<file path="config.mk">
export PLATFORM = sky130hd
export DESIGN_NAME = token_multiplier
export DESIGN_NICKNAME = d
export VERILOG_FILES = /design/src/rtl/token_multiplier.sv
export SDC_FILE = /design/constraint.sdc
export NUM_CORES = 1
export LEC_CHECK = 0
export ABC_AREA = 1
export BUFFER_PORTS_ARGS = -buffer_cell sky130_fd_sc_hd__buf_2
export CAP_MARGIN = 30
export CORE_MARGIN = 2
export CORE_UTILIZATION = 51
export CTS_CLUSTER_SIZE = 14
export DETAILED_ROUTE_END_ITERATION = 12
export GPL_TIMING_DRIVEN = 0
export HOLD_SLACK_MARGIN = 0.15
export PLACE_DENSITY = 0.78
export SLEW_MARGIN = 20
export SYNTH_ARGS = -nofsm -noshare
export SYNTH_HDL_FRONTEND = slang
export SYNTH_SLANG_ARGS = --single-unit
</file>
<file path="constraint.sdc">
create_clock -name clk -period 2.8 [get_ports clk]
set_clock_uncertainty 0.2 [all_clocks]
set_input_delay 0.28 -clock clk [delete_from_list [all_inputs] [get_ports clk]]
set_output_delay 0.28 -clock clk [all_outputs]
set_load 0.005 [all_outputs]
</file>
<file path="src/rtl/token_multiplier.sv">
// Serial token expander: each token on a is replayed factor times on b, with a saturating backlog.
// Optional status outputs (pending_cnt, drop_cnt) are enabled by defining TOKEN_MULTIPLIER_STATUS_EN.
module token_multiplier #(
    parameter int FW          = 4,
    parameter int MAX_PENDING = 200,
    parameter int CW          = $clog2(MAX_PENDING + 1)
) (
    input  logic          clk,
    input  logic          rst,
    input  logic          a,
    input  logic [FW-1:0] factor,
    output logic          b,
    output logic          overflow,
`ifdef TOKEN_MULTIPLIER_STATUS_EN
    output logic [CW-1:0] pending_cnt,
    output logic [15:0]   drop_cnt,
`endif
    output logic          busy
);

    localparam int SW = CW + FW + 1;

    logic [CW-1:0] pending_q, pending_d;
    logic          overflow_q, overflow_d;
    logic          in_tok;
    logic          have_pending;
    logic [SW-1:0] sum;
    logic          sat;

    // Output is gated by rst so nothing leaks out during the reset cycle.
    always_comb begin
        in_tok       = a & (factor != '0);
        have_pending = (pending_q != '0);
        b            = ~rst & (in_tok | have_pending);
        busy         = ~rst & have_pending;
        overflow     = overflow_q;
    end

    always_comb begin
        sum        = SW'(pending_q) + (a ? SW'(factor) : '0) - SW'(b);
        sat        = (sum > SW'(MAX_PENDING));
        pending_d  = sat ? CW'(MAX_PENDING) : sum[CW-1:0];
        overflow_d = overflow_q | sat;
    end

    always_ff @(posedge clk) begin
        if (rst) begin
            pending_q  <= '0;
            overflow_q <= 1'b0;
        end else begin
            pending_q  <= pending_d;
            overflow_q <= overflow_d;
        end
    end

`ifdef TOKEN_MULTIPLIER_STATUS_EN
    logic [15:0] drop_cnt_q, drop_cnt_d;
    logic        drop_evt;

    // A drop is either a zero-factor token or a cycle whose excess was clipped by saturation.
    always_comb begin
        drop_evt   = (a & (factor == '0)) | sat;
        drop_cnt_d = drop_cnt_q;
        if (drop_evt && (drop_cnt_q != 16'hFFFF)) begin
            drop_cnt_d = drop_cnt_q + 16'd1;
        end
    end

    always_ff @(posedge clk) begin
        if (rst) begin
            drop_cnt_q <= '0;
        end else begin
            drop_cnt_q <= drop_cnt_d;
        end
    end

    assign pending_cnt = pending_q;
    assign drop_cnt    = drop_cnt_q;
`else
    // Default build carries no status counters.
`endif

endmodule

</file>
== After elaboration in Yosys (flattened, before gate mapping) ==
Cells that the tools add are included.
Storage, ports and cells
  register bits: 9
  word-level logic and storage cells: 17
Operators by class
  add/subtract/negate cells: 2
  magnitude comparators: 1
  mux-type cells: 2
  bitwise gates (word level): 6
  reductions and logical operators: 3
Operators by type and width (count)
  greater-than comparator 13 x 8 -> 1 bit (second input constant): 1
  subtractor 9 x 1 -> 10 bit: 1
  adder 8 x 4 -> 9 bit: 1
  two-way mux 8 bit: 1
  nonzero test 8 bit: 1
  two-way mux 4 bit: 1
  nonzero test 4 bit: 1
  bitwise AND 1 bit: 3
  OR 1 bit: 2
  OR reduction 2 bit: 1
  NOT 1 bit: 1

== Depth between registers and ports, before layout ==
  word-level depth: 7
  gate-level depth with buffers: 21

== Worst setup path after synthesis ==
OpenSTA, ideal clock, no wires.
  kind: register to register
  from: register pending_q[4]
  to: register pending_q[0]
  library setup time: 0.112 ns
  arrival: 2.600 ns
  data required time: 2.488 ns
  path slack: -0.112 ns
  stages on the path, launching flop included: 20
  path buffers: 0
  cells stage by stage: dfxtp_1 > inv_1 > ha_1 > nand3_1 > nor3b_1 > a41oi_1 > ha_1 > inv_1 > ha_1 > fa_1 > nand2_1 > nand3_1 > nand3_1 > nand2_1 > nand2_1 > nand2_1 > nor2_2 > nand2_2 > nand3_2 > nor2_1
On the way
  word-level cells in the longest chain between the ends: 6
Ends and longest elaborated chain
  start: declaration: RTL line 23  | logic [CW-1:0] pending_q, pending_d;
  start signal: assignment: RTL line 51  | pending_q <= pending_d;
  nonzero test 8 bit (*): RTL line 33  | have_pending = (pending_q != '0);
  OR 1 bit (*): RTL line 34  | b = ~rst & (in_tok | have_pending);
  bitwise AND 1 bit (*): RTL line 34
  named net b: RTL line 12  | output logic b,
  subtractor 9 x 1 -> 10 bit (*): RTL line 40  | sum = SW'(pending_q) + (a ? SW'(factor) : '0) - SW'(b);
  greater-than comparator 13 x 8 -> 1 bit: RTL line 41  | sat = (sum > SW'(MAX_PENDING));
  OR reduction 2 bit (no line)
Mark *: on every way through the listed nets, which the timed path passes. The rest lies on a longest branch.
A chain may end at the register's enable or synchronous reset.

== Worst setup path after layout ==
  from: register pending_q[5]
  to: register pending_q[2]
On the way
  word-level cells in the longest chain between the ends: 6
Ends and longest elaborated chain (RTL line)
  branches (longest 3 deep; another with adder 8 x 4 -> 9 bit)
  subtractor 9 x 1 -> 10 bit (*): 40
  greater-than comparator 13 x 8 -> 1 bit: 41
  OR reduction 2 bit (no line)
Mark *: on every way between the ends.

==> key figures <==
Setup path
  – Top cell family by delay on the critical path: simple AND/OR/NAND/NOR gates
  – Critical Path Fanout Max: 4
  – Slowest cell delay on critical path: roughly 0.38 ns
  – Crit. End Element: flop
  – Buffer and inverter count on the worst path: 4
  – CP max-delay cell: fa_2
  – Arrival time at the worst endpoint: 3.01 ns
  – Worst path required time: about 2.8 ns
  – Worst reg2reg path depth: 20
  – CP Cell Sequence: inv_4 > ha_4 > nand3_4 > nor3b_4 > a41oi_2 > ha_1 > inv_1 > ha_2 > fa_2 > inv_1 > nand2_1 > nand2_2 > nand2_1 > nand3_2 > nand2_2 > inv_2 > nand2_2 > nand2_4 > nand3_4 > nor2_4
  – Startpoint Class: flop
  – Worst r2r src: pending_q[5]$_SDFF_PP0_
  – Most used cell, CP: nand2_2
  – Setup CP Type: reg -> reg
  – Reg-to-reg critical path endpoint: pending_q[2]$_SDFF_PP0_
  – Flop2flop setup slack: -0.20 ns

Finish
  – Most common cell after layout, fill and taps aside: inv_1
  – ANT cells: 0
  – Register area: about 180 sq um
  – Final Instance Count excl. Fillers: 187
  – Number of fill cells: 139
  – Multi-input logic area: between 700 and 800 sq um
  – Synthesis-to-layout area growth: 30.76%
  – Design area: ~1200 sq um
  – Share of post-route cells with drive strength above 1: between 30 and 40%
  – Final core area utilization: a little under three quarters
  – Most frequent cells in the layout: 32 x inv_1, 31 x nand2_1, 12 x ha_1
  – Nets: approximately 190

Placed design
  – Post-DP HPWL: about 1500 um
  – # port buffers: 9
  – Dpl cells: approximately 180
  – Placed Area: ~1000 sq um
  – Routability congestion estimate from global placement: about 0.8
  – Dpl ws: -0.2416 ns

Power
  – Worst-case vdd ir drop: 0.0008352 V
  – Pwr Density: 1222 nW/um^2
  – Leakage: roughly 0.67 nW
  – Tot Pwr: 1.501 mW

Yosys
  – #FFs+latches synth: 9
  – Syn Area/Cell: ~6.5 sq um
  – Warnings from Yosys: 0
  – Cell Area, Synth: about 940 sq um
  – Synthesized Nets: approximately 170
  – Sequential area share after synthesis: approximately a fifth
  – Distinct cells, synth: 22
  – Gate Count Post-Synth: between 100 and 150

Die
  – Starting Density: between 50% and 60%
  – I/O pins: 10
  – Die Wd: 46.93 um
  – Rows: 15
  – Die Ht: approximately 47 um
  – Die area: 2202 sq um
  – Core area: 1727 sq um

STA
  – RSZ-0062 raised after global routing: yes
  – Actual slew at the worst max-slew pin: about 0.25 ns
  – Fmax achieved: around 330 MHz
  – Post-route setup slack: -0.2013 ns
  – Final Max Tran Viols: 0
  – Period utilisation layout: 107.2%
  – Post-route setup TNS: -1.473 ns
  – Max-slew headroom at the worst pin: between 80% and 90%
  – Hold Fails Final Rpt: 0
  – Setup violations, final: 9
  – Min cycle time layout: approximately 3 ns
  – Hold WS: about 0.21 ns

Global route
  – Grt peak-use layer: met2
  – Grt met2 use: a little over two fifths
  – Total Routing Usage GR: around 23%
  – Grt ovf: 0
  – Met1 Track Usage GR: about 28%
  – Pin count of the biggest net entering global routing: 7
  – First-pass GRT wire length: 3594 um
  – Vias in the first global route: roughly 850
  – Initial antenna violation count: 0
  – GRT met3 Usage: approximately 2.3%

Detailed routing
  – DRC viols: 0
  – Drt pass-1 iters: 4
  – Post-DRT Antenna Nets: 0
  – Vias per cell: 4.920
  – WL final: around 2200 um
  – Vias: between 900 and 1000
  – Routed len/inst: roughly 12 um
  – Iteration-0 DRC Markers: 23

Hold path
  – Hold Crit Class: in -> reg
  – Hold Crit Start: rst
  – Hold Path Sink: pending_q[3]$_SDFF_PP0_
  – Hold Path Cell Cnt: 4

Clocking
  – CTS tree: done
  – H-tree levels: 1
  – Clock sinks: 9
  – Number of CTS-inserted buffers: 3
  – Root Driver: clkbuf_4
  – Clk buf depth: 2
  – Clk pin slew, worst setup/hold paths: 0.06 ns
  – Worst-Skew Late Latency: ~0.27 ns

Run
  – Max-cap violations: 0

Run status
  – Status: finished, violations left
  – Failing checks: negative setup slack
[worst min-delay path: cells and delay by family]
family	cells	cell delay, ns
and+or+nand+nor	1	0.08
buffers and inverters	3	0.27
[state kept, by name, summed over array words and instances, names as in the netlist]
signal / count
pending_q: 8
overflow: 1
[what timing repair did]
action / 4_1_cts / 5_1_grt
setup buffers: 2 / 2
gates resized for setup: 19 / 14
endpoints found under the hold margin: 2 / 0
hold buffers: 1 / 0
setup endpoints to repair: 9 / 9
pin swaps: 10 / 4
cloned: 0 / 0
[Yosys cell counts]
cell type / instances / area [sq um]
inv_1: 37 / 138.9
nand2_1: 37 / 138.9
ha_1: 15 / 187.7
nand3_1: 13 / 65.06
dfxtp_1: 9 / 180.2
nor2_1: 8 / 30.03
a21oi_1: 3 / 15.01
nor2_2: 3 / 18.77
a21oi_2: 2 / 17.52
nand2_2: 2 / 12.51
nand3_2: 2 / 20.02
nor2_4: 2 / 22.52
o21bai_1: 2 / 15.01
a41oi_1: 1 / 8.760
fa_1: 1 / 20.02
inv_2: 1 / 3.750
nand3b_1: 1 / 7.510
nand4_1: 1 / 6.260
nand4_2: 1 / 12.51
nor3b_1: 1 / 7.510
o21ai_0: 1 / 5.000
or2_2: 1 / 6.260
[how the worst max path moves through the flow]
stage / from / to / slack, ns / cells after the start
after floorplan: pending_q[4]$_SDFF_PP0_ / pending_q[3]$_SDFF_PP0_ / -0.004 / 21
after global placement: pending_q[4]$_SDFF_PP0_ / pending_q[3]$_SDFF_PP0_ / -0.20 / 21
after detailed placement: pending_q[4]$_SDFF_PP0_ / pending_q[2]$_SDFF_PP0_ / -0.24 / 20
after CTS: pending_q[5]$_SDFF_PP0_ / pending_q[2]$_SDFF_PP0_ / -0.13 / 20
after global routing: pending_q[5]$_SDFF_PP0_ / pending_q[3]$_SDFF_PP0_ / -0.35 / 21
final: pending_q[5]$_SDFF_PP0_ / pending_q[2]$_SDFF_PP0_ / -0.20 / 20
[logic make-up (layout without fill, tap and decap cells)]
group / after synthesis / in the layout / share of synthesized area, %
AND/OR/NAND/NOR: 72 / 72 / 37.02
adder cells (fa/ha/maj): 16 / 16 / 22.10
buffers and inverters: 38 / 56 / 15.18
flip-flops: 9 / 9 / 19.17
AO/OA/AOI/OAI: 9 / 9 / 6.524
[cell type report]
class,instances,area share (%)
Sequential cell,9,14.87
Timing Repair Buffer,14,6.925
Tap cell,25,2.546
Clock buffer,4,2.138
Inverter,38,11.81
Multi-Input combinational cell,97,61.71
[per-layer routing]
metal / vias up / wire (um)
met5: - / 0
met4: 0 / 42
met3: 6 / 47
met2: 13 / 1189
met1: 424 / 936
li1: 477 / -
[power by group]
group	total [mW]	internal, mW	switching (mW)
Clock	0.102	0.0550	0.0468
Combinational	1.20	0.456	0.741
Sequential	0.203	0.174	0.0289
Total	1.50	0.685	0.816
No activity file was read; power rests on OpenSTA's default activity.
